## config.mk

```make
export PLATFORM = sky130hd
export DESIGN_NAME = uart_rx_deser_flat
export DESIGN_NICKNAME = d
export VERILOG_FILES = /design/src/rtl/uart_rx_if.sv /design/src/rtl/uart_rx_deser.sv /design/src/flat_wrapper.sv
export SDC_FILE = /design/constraint.sdc
export NUM_CORES = 1
export LEC_CHECK = 0
export CAP_MARGIN = 10
export CORE_MARGIN = 2
export CORE_UTILIZATION = 63
export CTS_BUF_LIST = sky130_fd_sc_hd__clkbuf_2 sky130_fd_sc_hd__clkbuf_4 sky130_fd_sc_hd__clkbuf_8
export CTS_CLUSTER_DIAMETER = 60
export DETAILED_ROUTE_END_ITERATION = 8
export GPL_TIMING_DRIVEN = 1
export PLACE_DENSITY_LB_ADDON = 0.12
export SKIP_CTS_REPAIR_TIMING = 1
export SLEW_MARGIN = 20
export SYNTH_ARGS = -nofsm -noshare
export SYNTH_HDL_FRONTEND = slang
export SYNTH_SLANG_ARGS = --single-unit
```

## constraint.sdc

```tcl
create_clock -name clk -period 3.4 [get_ports clk]
set_input_delay 0.68 -clock clk [delete_from_list [all_inputs] [get_ports clk]]
set_output_delay 0.68 -clock clk [all_outputs]
set_load 0.005 [all_outputs]
```

## src/rtl/uart_rx_if.sv

```systemverilog
// Receive-side bundle between the UART deserializer and its driver/consumer.
// The slave side is the deserializer; the master side drives rx and the tick.
interface uart_rx_if #(
  parameter int DBIT = 8
) ();
  logic            rx;
  logic            s_tick;
  logic [DBIT-1:0] dout;
  logic            rx_done_tick;
  logic            frame_err;
  logic            parity_err;
  logic            busy;

  modport master (
    output rx, s_tick,
    input  dout, rx_done_tick, frame_err, parity_err, busy
  );

  modport slave (
    input  rx, s_tick,
    output dout, rx_done_tick, frame_err, parity_err, busy
  );
endinterface

```

## src/rtl/uart_rx_deser.sv

```systemverilog
// UART receive deserializer: 16x oversampled, LSB-first, optional parity,
// configurable stop length; emits a one-clock done pulse for the receive FIFO.
module uart_rx_deser #(
  parameter int DBIT       = 8,
  parameter int SB_TICK    = 16,
  parameter int PARITY_EN  = 0,
  parameter int PARITY_ODD = 0
) (
  input  logic     clk,
  input  logic     reset,
  uart_rx_if.slave bus
);

  localparam int             NW      = $clog2(DBIT);
  localparam logic [NW-1:0]  N_LAST  = NW'(DBIT - 1);
  localparam logic [4:0]     SB_LAST = 5'(SB_TICK - 1);
  localparam logic           ODD     = 1'(PARITY_ODD);

  typedef enum logic [2:0] {IDLE, START, DATA, PARITY, STOP} state_t;

  state_t          state;
  logic [4:0]      s;
  logic [NW-1:0]   n;
  logic [DBIT-1:0] b;
  logic            p_err;
  logic            rx_p0;
  logic            rx_s;

  // Stage p0/p1: two-flop synchronizer; everything downstream sees rx_s only.
  always_ff @(posedge clk or posedge reset) begin
    if (reset) begin
      rx_p0 <= 1'b1;
      rx_s  <= 1'b1;
    end else begin
      rx_p0 <= bus.rx;
      rx_s  <= rx_p0;
    end
  end

  // Shift register is pure data and needs no reset.
  always_ff @(posedge clk) begin
    if (state == DATA && bus.s_tick && s == 5'd15)
      b <= {rx_s, b[DBIT-1:1]};
  end

  always_ff @(posedge clk or posedge reset) begin
    if (reset) begin
      state            <= IDLE;
      s                <= '0;
      n                <= '0;
      p_err            <= 1'b0;
      bus.dout         <= '0;
      bus.rx_done_tick <= 1'b0;
      bus.frame_err    <= 1'b0;
      bus.parity_err   <= 1'b0;
      bus.busy         <= 1'b0;
    end else begin
      bus.rx_done_tick <= 1'b0;
      case (state)
        IDLE: begin
          if (!rx_s) begin
            state    <= START;
            s        <= '0;
            bus.busy <= 1'b1;
          end
        end
        START: begin
          if (bus.s_tick) begin
            if (s == 5'd7) begin
              if (!rx_s) begin
                state <= DATA;
                s     <= '0;
                n     <= '0;
                p_err <= 1'b0;
              end else begin
                // Start bit vanished before mid-bit: treat as a glitch.
                state    <= IDLE;
                bus.busy <= 1'b0;
              end
            end else begin
              s <= s + 5'd1;
            end
          end
        end
        DATA: begin
          if (bus.s_tick) begin
            if (s == 5'd15) begin
              s <= '0;
              if (n == N_LAST)
                state <= (PARITY_EN != 0) ? PARITY : STOP;
              else
                n <= n + NW'(1);
            end else begin
              s <= s + 5'd1;
            end
          end
        end
        PARITY: begin
          if (bus.s_tick) begin
            if (s == 5'd15) begin
              s     <= '0;
              p_err <= (^b) ^ rx_s ^ ODD;
              state <= STOP;
            end else begin
              s <= s + 5'd1;
            end
          end
        end
        STOP: begin
          if (bus.s_tick) begin
            if (s == SB_LAST) begin
              state            <= IDLE;
              bus.busy         <= 1'b0;
              bus.dout         <= b;
              bus.rx_done_tick <= 1'b1;
              bus.frame_err    <= ~rx_s;
              bus.parity_err   <= p_err;
            end else begin
              s <= s + 5'd1;
            end
          end
        end
        default: begin
          state    <= IDLE;
          bus.busy <= 1'b0;
        end
      endcase
    end
  end

endmodule

```

## src/flat_wrapper.sv

```systemverilog
// flat-port wrapper written by rule: the top's interface ports become plain ports
module uart_rx_deser_flat 
#(
  parameter int DBIT       = 8,
  parameter int SB_TICK    = 16,
  parameter int PARITY_EN  = 0,
  parameter int PARITY_ODD = 0
)
  (clk, reset, bus_rx, bus_s_tick, bus_dout, bus_rx_done_tick, bus_frame_err, bus_parity_err, bus_busy);
  uart_rx_if #(.DBIT(DBIT)) bus_i ();
  input  logic clk;
  input  logic reset;
  input wire logic [$bits(bus_i.rx)-1:0] bus_rx;
  input wire logic [$bits(bus_i.s_tick)-1:0] bus_s_tick;
  output wire logic [$bits(bus_i.dout)-1:0] bus_dout;
  output wire logic [$bits(bus_i.rx_done_tick)-1:0] bus_rx_done_tick;
  output wire logic [$bits(bus_i.frame_err)-1:0] bus_frame_err;
  output wire logic [$bits(bus_i.parity_err)-1:0] bus_parity_err;
  output wire logic [$bits(bus_i.busy)-1:0] bus_busy;
  assign bus_i.rx = bus_rx;
  assign bus_i.s_tick = bus_s_tick;
  assign bus_dout = bus_i.dout;
  assign bus_rx_done_tick = bus_i.rx_done_tick;
  assign bus_frame_err = bus_i.frame_err;
  assign bus_parity_err = bus_i.parity_err;
  assign bus_busy = bus_i.busy;
  uart_rx_deser #(.DBIT(DBIT), .SB_TICK(SB_TICK), .PARITY_EN(PARITY_EN), .PARITY_ODD(PARITY_ODD)) u_core (.clk(clk), .reset(reset), .bus(bus_i));
endmodule
```

==> results of run 1 <==
-- kinds of logic after synthesis --
| family | count (synthesis) |
|---|---|
| AO/OA/AOI/OAI | 29 |
| XOR/XNOR | 9 |
| adder cells (fa/ha/maj) | 6 |
| buffers and inverters | 14 |
| flip-flops | 34 |
| multiplexers | 14 |
| AND/OR/NAND/NOR | 31 |
-- worst max path at each step --
stage / to / cells after the start / start
2_1_floorplan: u_core.s[2] / 6 / u_core.s[0]
3_3_place_gp: u_core.b[0] / 3 / bus_s_tick
3_5_place_dp: u_core.b[3] / 3 / bus_s_tick
4_1_cts: u_core.b[3] / 5 / u_core.s[1]
5_1_grt: u_core.b[1] / 5 / u_core.s[1]
6_report: u_core.b[3] / 5 / u_core.s[1]
-- routing by layer --
layer	wire, um	vias to the layer above	global-route usage, %
met3	201	6	7.442
met2	1426	47	34.86
met5	0	-	0
met1	1340	553	28.82
li1	-	535	-
met4	58	0	9.184
-- power breakdown --
group / internal [mW] / switching, mW
sequential: 0.475 / 0.0733
combinational: 0.148 / 0.124
clock: 0.0855 / 0.127
total: 0.709 / 0.324
-- registers in the layout (all words and copies together) (netlist names) --
register	cells
u_core.s	5
u_core.bus.busy	1
u_core.rx_p0	1
u_core.state	3
u_core.bus.dout	8
u_core.bus.parity_err	1
u_core.bus.frame_err	1
u_core.rx_s	1
u_core.b	8
u_core.n	3
u_core.p_err	1
u_core.bus.rx_done_tick	1
-- Yosys cell counts, types with 2 or more instances --
cell	instances
dfrtp_1	24
a22o_1	2
a21oi_1	3
mux2_1	10
mux2i_1	3
and2_1	3
nor2_1	5
o21ai_1	4
inv_1	9
edfxtp_1	8
a22oi_1	2
buf_2	3
nor4b_1	3
xor2_1	2
xnor2_1	6
ha_1	6
nand4_1	2
nand2_1	7
o41ai_1	2
dfstp_2	2
o21ai_0	2
-- metrics by stage --
step           hold WS, ns  total power, mW  cell area (um^2)  instances  util (%)
3_5_place_dp        0.3494           0.8273              1854        177     73.51
6_report            0.3688            1.032              1908        185     75.64
2_1_floorplan       0.3452           0.7397              1697        137         -
5_1_grt             0.3773            1.099              1908        185     75.64
4_1_cts             0.3660            1.042              1908        185     75.64
3_3_place_gp        0.3478           0.8054              1854        177     73.51
-- layout make-up --
cell class / instances / area, um^2
Timing Repair Buffer: 15 / 150.1
Inverter: 9 / 33.78
Clock inverter: 2 / 8.758
Tap cell: 30 / 37.54
Multi-Input combinational cell: 89 / 739.5
Clock buffer: 6 / 45.04
Sequential cell: 34 / 893.4
Fill cell: 160 / 614.3
==> metrics, run 1 <==
status complete, no violations; Hold Path Origin u_core.rx_p0; core box area ~2500 um^2; crit start category flop; RSZ-0062 raised after global routing false; f_max between 0.4 and 0.5 GHz; Final Skew 0.006045 ns; DP Worst Slack 0.8343 ns; post-DR vias/cell 6.168; crit path kind reg2reg; #FFs+latches synth 34; post-synth top area share 35.40%; largest family of logic cells by synthesized area compound AO/OA/AOI/OAI gates; Slew Viols, Final 0; std cell rows 18; crit path max fanout 8; drt wl/cell 16.36 um; Clock Sinks 34; largest net degree at the start of global routing 27; RePlAce Congestion 0.9423; top cell type by total area after synthesis dfrtp_1; Power Dens Cells 541.1 nW/um^2; Syn Nets 147; simple-gate share of the synthesized area 11.80%; endpoints failing setup 0; hpwl dp around 2200 um; Routed WL 3027 um; max_cap viols 0; layout net count 164; cell repeated most along the worst path ha_1; CP Buf/Inv Count 0; DIE WIDTH ~56 um; Post-synth EDFFs 8; reg2reg start u_core.s[1]; Syn-to-layout area delta 12.46%; warning count from the yosys run 0; CP max stage cell nor2_1; Synth area leaders dfrtp_1 35%, edfxtp_1 14%, mux2_1 6.6%; largest delay contributor family on the critical path simple AND/OR/NAND/NOR gates; CTS tree yes; Initial DRT Pass Iterations 4; WP data arrival around 2.2 ns; mean post-synth cell area 12.38 um^2; Synth Area in Compound Gates 12.83%; post-synthesis cell count about 140; Critical Path RT 3.38 ns; vias in the first global route 1171; Yosys cell types 50; initial DRC count 47; DIE AREA 3124 um^2; final period utilization 65.35%; Reg2Reg Setup Slack roughly 1.2 ns; H-tree depth 2; post-synthesis mux area share 9.071%; Post-synth ARST share 76.47%; I/O pin cnt 16; DRC Markers 0; final worst path period need around 2.2 ns; Post-Synth Adder-Cell Area under 10%; CP max stage delay 0.57 ns; most frequent cells in the layout 24 x dfrtp_1, 15 x clkdlybuf4s50_1, 10 x mux2_1; CTS clk-pin slew, worst paths 0.10 ns; Root Buffer Master clkbuf_4; endpoints failing hold 0; XOR/XNOR Fraction of Synth Area 5.457%; share of layout cells above drive strength 1 9.677%; starting density of the core 67.26%; Pleak ~0.84 nW; setup ws final approximately 1.2 ns; most common cell after layout, fill and taps aside dfrtp_1; total negative slack 0 ns; worst path cell trace ha_1 > and3_1 > ha_1 > nand2_1 > nor2_1; worst r2r path cells 5; initial antenna violation count 0; R2R Path End u_core.b[3]; clk buf depth 2; Routed Antenna Nets 0; total gr overflow 0; Antenna Cells 0; vias after detailed routing approximately 1100; Hold Crit Depth 0; Port Buf Inserts 15; Post-Syn Area roughly 1700 um^2; CTS buffer count 5; Worst-Skew Late Latency 0.34 ns; Max-Slew Margin vs Limit 40.74%; worst min path class reg2reg; Main synth FF type dfrtp_1; Hold EP u_core.rx_s; Worst Setup End Kind flop; Peak VDD IR 387.2 uV; Tightest Pin Transition 0.8835 ns; GRT Overall Usage 22.34%; die height ~56 um; fraction of the yosys area taken by sequential cells between 50% and 60%; first-pass GRT wire length about 5300 um
Power figures use the tool's default switching activity.
==> run 2: changes to the inputs <==
--- a/config.mk
+++ b/config.mk
@@ -7,7 +7,7 @@
 export LEC_CHECK = 0
 export CAP_MARGIN = 10
 export CORE_MARGIN = 2
-export CORE_UTILIZATION = 63
+export CORE_UTILIZATION = 59
 export CTS_BUF_LIST = sky130_fd_sc_hd__clkbuf_2 sky130_fd_sc_hd__clkbuf_4 sky130_fd_sc_hd__clkbuf_8
 export CTS_CLUSTER_DIAMETER = 60
 export DETAILED_ROUTE_END_ITERATION = 8
==> constraint.sdc (replaced) <==
create_clock -name clk -period 2.1 [get_ports clk]
set_input_delay 0.42 -clock clk [delete_from_list [all_inputs] [get_ports clk]]
set_output_delay 0.42 -clock clk [all_outputs]
set_load 0.005 [all_outputs]
==> metrics, run 2 (same netlist as run 1, synthesis figures left out) <==
total gr overflow 0 (unchanged); top flop regs u_core.b (8), u_core.bus.dout (8), u_core.s (5); Clock Sinks 34 (unchanged); CP max stage delay 0.41 ns (-0.16 ns); largest net degree at the start of global routing 27 (unchanged); Final Skew 0.01512 ns (+0.009075 ns); I/O pin cnt 16 (unchanged); Root Buffer Master clkbuf_4; Antenna Cells 0 (unchanged); post-DR vias/cell 6.000 (-2.7%); GRT Overall Usage 22.28% (-0.063 points); vias in the first global route 1163 (-0.68%); Layout Cell Area excl Fill 2002 um^2 (+4.9%); crit path max fanout 3 (-5); Initial DRT Pass Iterations 4 (unchanged); worst path cell trace ha_1 > and3_4 > ha_2 > o31a_1 > a221o_1 > a211o_1; Pleak 0.8973 nW (+6.3%); most frequent cells in the layout 24 x dfrtp_1, 15 x clkdlybuf4s50_1, 10 x mux2_1, 10 x buf_4, 9 x inv_1; f_max 0.4886 GHz (+8.6%); Worst Setup End Kind flop; Slew Viols, Final 0 (unchanged); Power Dens Cells 867.7 nW/um^2 (+60%); Worst setup startpoint u_core.s[0]; layout net count 174 (+6.1%); DIE AREA 3321 um^2 (+6.3%); placed inst area 1931 um^2 (+4.1%); R2R Path End u_core.s[2]; endpoints failing setup 0 (unchanged); CTS tree yes; reg2reg start u_core.s[0]; DIE WIDTH 57.63 um (+3.1%); Critical Path RT 2.32 ns (-1.06 ns); Multi-input gate area 755.7 um^2 (+2.2%); drt wl/cell 16.44 um (+0.47%); clk buf depth 2 (unchanged); Max-Slew Margin vs Limit 70.39% (+30 points); max_cap viols 0 (unchanged); final period utilization 97.45% (+32 points); end of the critical path u_core.s[2]; Routed WL 3222 um (+6.4%); Filler cells 210 (+31%); Routed Antenna Nets 0 (unchanged); initial antenna violation count 0 (unchanged); Reg2Reg Setup Slack 0.05 ns (-1.12 ns); WP data arrival 2.26 ns (+0.06 ns); Peak VDD IR 686.9 uV (+77%); starting density of the core 62.06% (-5.2 points); Tightest Pin Transition 0.4437 ns (-0.4398 ns); CTS buffer count 5 (unchanged); core box area 2734 um^2 (+8.4%); Worst-Skew Late Latency 0.34 ns (about the same); endpoints failing hold 0 (unchanged); crit path kind reg2reg; H-tree depth 2 (unchanged); most common cell after layout, fill and taps aside dfrtp_1; Port Buf Inserts 15 (unchanged); Worst path depth 6 (+1); total power 1.737 mW (+68%); worst r2r path cells 6 (+1); initial DRC count 37 (-21%); share of layout cells above drive strength 1 18.18% (+8.5 points); worst min path class reg2reg; Final Non-Filler Cells 196 (+5.9%); RePlAce Congestion 0.9024 (-4.2%); std cell rows 19 (+1); hpwl dp 2392 um (+7.1%); CP Buf/Inv Count 0 (unchanged); CTS clk-pin slew, worst paths 0.10 ns (about the same); DP Cell Count 188 (+6.2%); sequential standard cell area 893.4 um^2 (unchanged); CP max stage cell dfrtp_1; post-layout util 73.23% (-2.4 points); Syn-to-layout area delta 17.99%; hold_ws 0.3523 ns (-0.01649 ns); final worst path period need 2.047 ns (-0.1752 ns); largest delay contributor family on the critical path compound AO/OA/AOI/OAI gates; status complete, no violations; DRC Markers 0 (unchanged); first-pass GRT wire length 5451 um (+1.9%); die height 57.63 um (+3.1%); crit start category flop; vias after detailed routing 1176 (+3.1%)
run 2: changes by cell type in the layout (fill, tap and decap cells not counted), sizes merged:
cell / change
buf: +10
clkinv: -1
inv: +1
run 2: how the worst min path moves through the flow:
stage | start | endpoint | cells past startpoint
after floorplan | u_core.rx_p0 | u_core.rx_s | 0
after global placement | u_core.rx_p0 | u_core.rx_s | 0
after detailed placement | u_core.rx_p0 | u_core.rx_s | 0
after CTS | u_core.rx_p0 | u_core.rx_s | 0
after global routing | u_core.rx_p0 | u_core.rx_s | 0
final | u_core.rx_p0 | u_core.rx_s | 0
run 2: final cells by class:
| type | instances | share of cell area (%) |
|---|---|---|
| clock buffer | 6 | 2.250 |
| clock inverter | 2 | 0.5000 |
| inverter | 9 | 1.688 |
| multi-input combinational | 89 | 37.75 |
| sequential | 34 | 44.63 |
| tap | 31 | 1.938 |
| timing repair buffer | 25 | 11.25 |
run 2: layer usage:
metal,up-vias,wire (um),global-route usage (%),share of wire [%]
met1,574,1326,28.31,41
met2,41,1622,36.36,50
met5,-,0,0,0
li1,554,-,-,-
met3,7,208,6.696,6.5
met4,0,64,7.973,2.0
run 2: report_power, final:
part           internal [mW]  switching, mW  total, mW
Sequential             0.771         0.0773      0.848
Clock                  0.140          0.207      0.347
Combinational          0.284          0.259      0.542
run 2: metrics by stage:
step	setup WS [ns]	setup TNS, ns
after global routing	-0.006260	-0.006260
after detailed placement	0.03347	0
after global placement	0.07370	0
final	0.05345	0
after floorplan	0.07671	0
after CTS	0.01962	0
==> run 3: changes to the inputs <==
--- a/config.mk
+++ b/config.mk
@@ -5,6 +5,7 @@
 export SDC_FILE = /design/constraint.sdc
 export NUM_CORES = 1
 export LEC_CHECK = 0
+export ABC_AREA = 1
 export CAP_MARGIN = 10
 export CORE_MARGIN = 2
 export CORE_UTILIZATION = 59
==> metrics, run 3 <==
status complete, no violations; top flop regs u_core.b (8), u_core.bus.dout (8), u_core.s (5); endpoints failing hold 0 (unchanged); setup ws final 0.1377 ns (+0.08428 ns); Final Skew 0.009114 ns (-0.006006 ns); #FFs+latches synth 34 (unchanged); worst min path class reg2reg; final period utilization 93.44% (-4.0 points); Post-Synth Adder-Cell Area 4.038% (-0.39 points); Post-synth EDFFs 8 (unchanged); Worst-Skew Late Latency 0.33 ns (about the same); most common cell after layout, fill and taps aside nand2_1; die height 60.14 um (+4.4%); GRT Overall Usage 22.26% (about the same); DP Cell Count 276 (+47%); Pleak 1.090 nW (+21%); crit start category flop; Worst Setup End Kind flop; max layer used met4; Initial DRT Pass Iterations 4 (unchanged); share of layout cells above drive strength 1 18.67% (+0.49 points); CP max stage delay 0.42 ns (about the same); placed inst area 2068 um^2 (+7.1%); total negative slack 0 ns (unchanged); Post-Syn Area 1859 um^2 (+9.6%); CTS buffer count 5 (unchanged); Peak VDD IR 579.2 uV (-16%); Main synth FF type dfrtp_1; Syn Nets 226 (+54%); post-synthesis cell count 216 (+58%); vias in the first global route 1344 (+16%); routed length on met1 1575 um (+19%); I/O pin cnt 16 (unchanged); f_max 0.5096 GHz (+4.3%); Yosys cell types 29 (-42%); crit path kind reg2reg; largest net degree at the start of global routing 27 (unchanged); DIE WIDTH 60.14 um (+4.4%); Final Non-Filler Cells 285 (+45%); drt wl/cell 11.92 um (-27%); top cell type by total area after synthesis dfrtp_1; Port Buf Inserts 15 (unchanged); DIE AREA 3616 um^2 (+8.9%); post-synth top area share 32.30% (-3.1 points); core box area 3028 um^2 (+11%); first-pass GRT wire length 5789 um (+6.2%); warning count from the yosys run 0 (unchanged); vias after detailed routing 1440 (+22%); mean post-synth cell area 8.608 um^2 (-30%); largest family of logic cells by synthesized area simple AND/OR/NAND/NOR gates; Clock Sinks 34 (unchanged); initial antenna violation count 0 (unchanged); Syn-to-layout area delta 15.28%; std cell rows 20 (+1); DP Worst Slack 0.1327 ns (+0.09918 ns); Synth top cells by count 75 x nand2_1, 24 x dfrtp_1, 21 x inv_1, 15 x o21ai_1, 13 x nand3_1; crit path max fanout 4 (+1); WP data arrival 2.23 ns (-0.03 ns); RSZ-0062 raised after global routing false; Power Dens Cells 1047 nW/um^2 (+21%); max_cap viols 0 (unchanged); RePlAce Congestion 0.8312 (-7.9%); Layout Cell Area excl Fill 2143 um^2 (+7.1%); simple-gate share of the synthesized area 32.17% (+20 points); Root Buffer Master clkbuf_4; post-synthesis mux area share 0.6057% (-8.5 points); initial DRC count 78 (+110%); CP max stage cell dfrtp_1; CTS clk-pin slew, worst paths 0.11 ns (about the same); DRC Markers 0 (unchanged); Slew Viols, Final 0 (unchanged); Critical Path RT 2.37 ns (+0.05 ns); starting density of the core 61.40% (-0.65 points); Antenna Cells 0 (unchanged); fraction of the yosys area taken by sequential cells 48.05% (-4.6 points); most frequent cells in the layout 75 x nand2_1, 24 x dfrtp_1, 20 x inv_1; post-DR vias/cell 5.053 (-16%); cell repeated most along the worst path nand2_1; final worst path period need 1.962 ns (-0.08428 ns); hpwl dp 2541 um (+6.2%); Tightest Pin Transition 0.4938 ns (+0.05012 ns); count leader, synth nand2_1; CTS tree yes; met3 WL 144 um (-31%); hold_ws 0.3614 ns (+0.009023 ns); Synth area leaders dfrtp_1 32%, nand2_1 15%, edfxtp_1 13%; Max-Slew Margin vs Limit 67.08% (-3.3 points); total gr overflow 0 (unchanged); H-tree depth 2 (unchanged); Post-synth ARST share 76.47% (unchanged); XOR/XNOR Fraction of Synth Area 0.4711% (-5.0 points); endpoints failing setup 0 (unchanged); Synth Area in Compound Gates 8.210% (-4.6 points); layout net count 250 (+44%); Routed WL 3398 um (+5.5%); worst path cell trace ha_1 > nand2_1 > inv_2 > nand2_1 > inv_1 > ha_1 > nand2_1 > inv_2 > nor2_2 > nor2_8 > nand2_4 > nand2_1 > o21ai_2; met2 wire len 1598 um (-1.5%); clk buf depth 2 (unchanged); Routed Antenna Nets 0 (unchanged)
==> run 3: cell count changes in the layout (fill, tap and decap cells not counted), moves of 7 or more <==
cell     previous run  this run
inv_1               9        20
inv_2               0         7
mux2_1             10         1
nand2_1             7        75
nand3_1             1        13
o21ai_1             4        15
==> run 3: worst max-delay path: cells and delay by family (launching register included) <==
| family | cells | cell delay, ns |
|---|---|---|
| flip-flops | 1 | 0.42 |
| adder cells (fa/ha/maj) | 2 | 0.42 |
| AND/OR/NAND/NOR | 7 | 0.79 |
| AO/OA/AOI/OAI | 1 | 0.07 |
| buffers and inverters | 3 | 0.20 |
==> run 3: routing by layer <==
layer | GRT usage (%) | up-vias
met3 | 6.061 | 6
met2 | 35.40 | 39
met1 | 27.98 | 660
li1 | - | 735
met4 | 10.48 | 0
met5 | 0 | -
==> run 3: area by class of cell <==
class / instances / area (um^2)
multi-input cells: 153 / 849.6
clock buffers: 7 / 58.81
well taps: 44 / 55.05
clock inverters: 1 / 5.005
flip-flops and latches: 34 / 893.4
fillers: 239 / 884.6
inverters: 27 / 101.3
repair buffers: 19 / 180.2
==> run 3: cells by family after synthesis <==
family / after synthesis
AOI/OAI and AO/OA: 25
DFF: 34
buffers and inverters: 29
xor gates and xnor gates: 1
adders and majority gates: 6
muxes: 1
and+or+nand+nor: 120
==> run 3: power by group <==
| part | internal [mW] | switching [mW] | total, mW |
|---|---|---|---|
| logic | 0.385 | 0.581 | 0.965 |
| registers | 0.772 | 0.117 | 0.889 |
| clock network | 0.175 | 0.214 | 0.390 |
==> run 3: path summary, 6_finish.rpt <==
kind | slack (ns) | depth (start not counted) | startpoint | endpoint
hold / removal | 0.36 | 0 | u_core.rx_p0 | u_core.rx_s
setup / recovery | 0.14 | 13 | u_core.s[0] | u_core.state[0]
hold reg to reg | 0.36 | 0 | u_core.rx_p0 | u_core.rx_s
max in group asynchronous | 1.35 | 3 | reset | u_core.rx_s
setup reg to reg | 0.14 | 13 | u_core.s[0] | u_core.state[0]
min in group asynchronous | 0.44 | 3 | reset | u_core.bus.rx_done_tick
==> run 3: per-stage QoR <==
step           total power [mW]  util, %
2_1_floorplan             1.646        -
3_3_place_gp              1.819    68.31
3_5_place_dp              1.856    68.31
4_1_cts                   2.257    70.41
5_1_grt                   2.410    70.79
6_report                  2.244    70.79
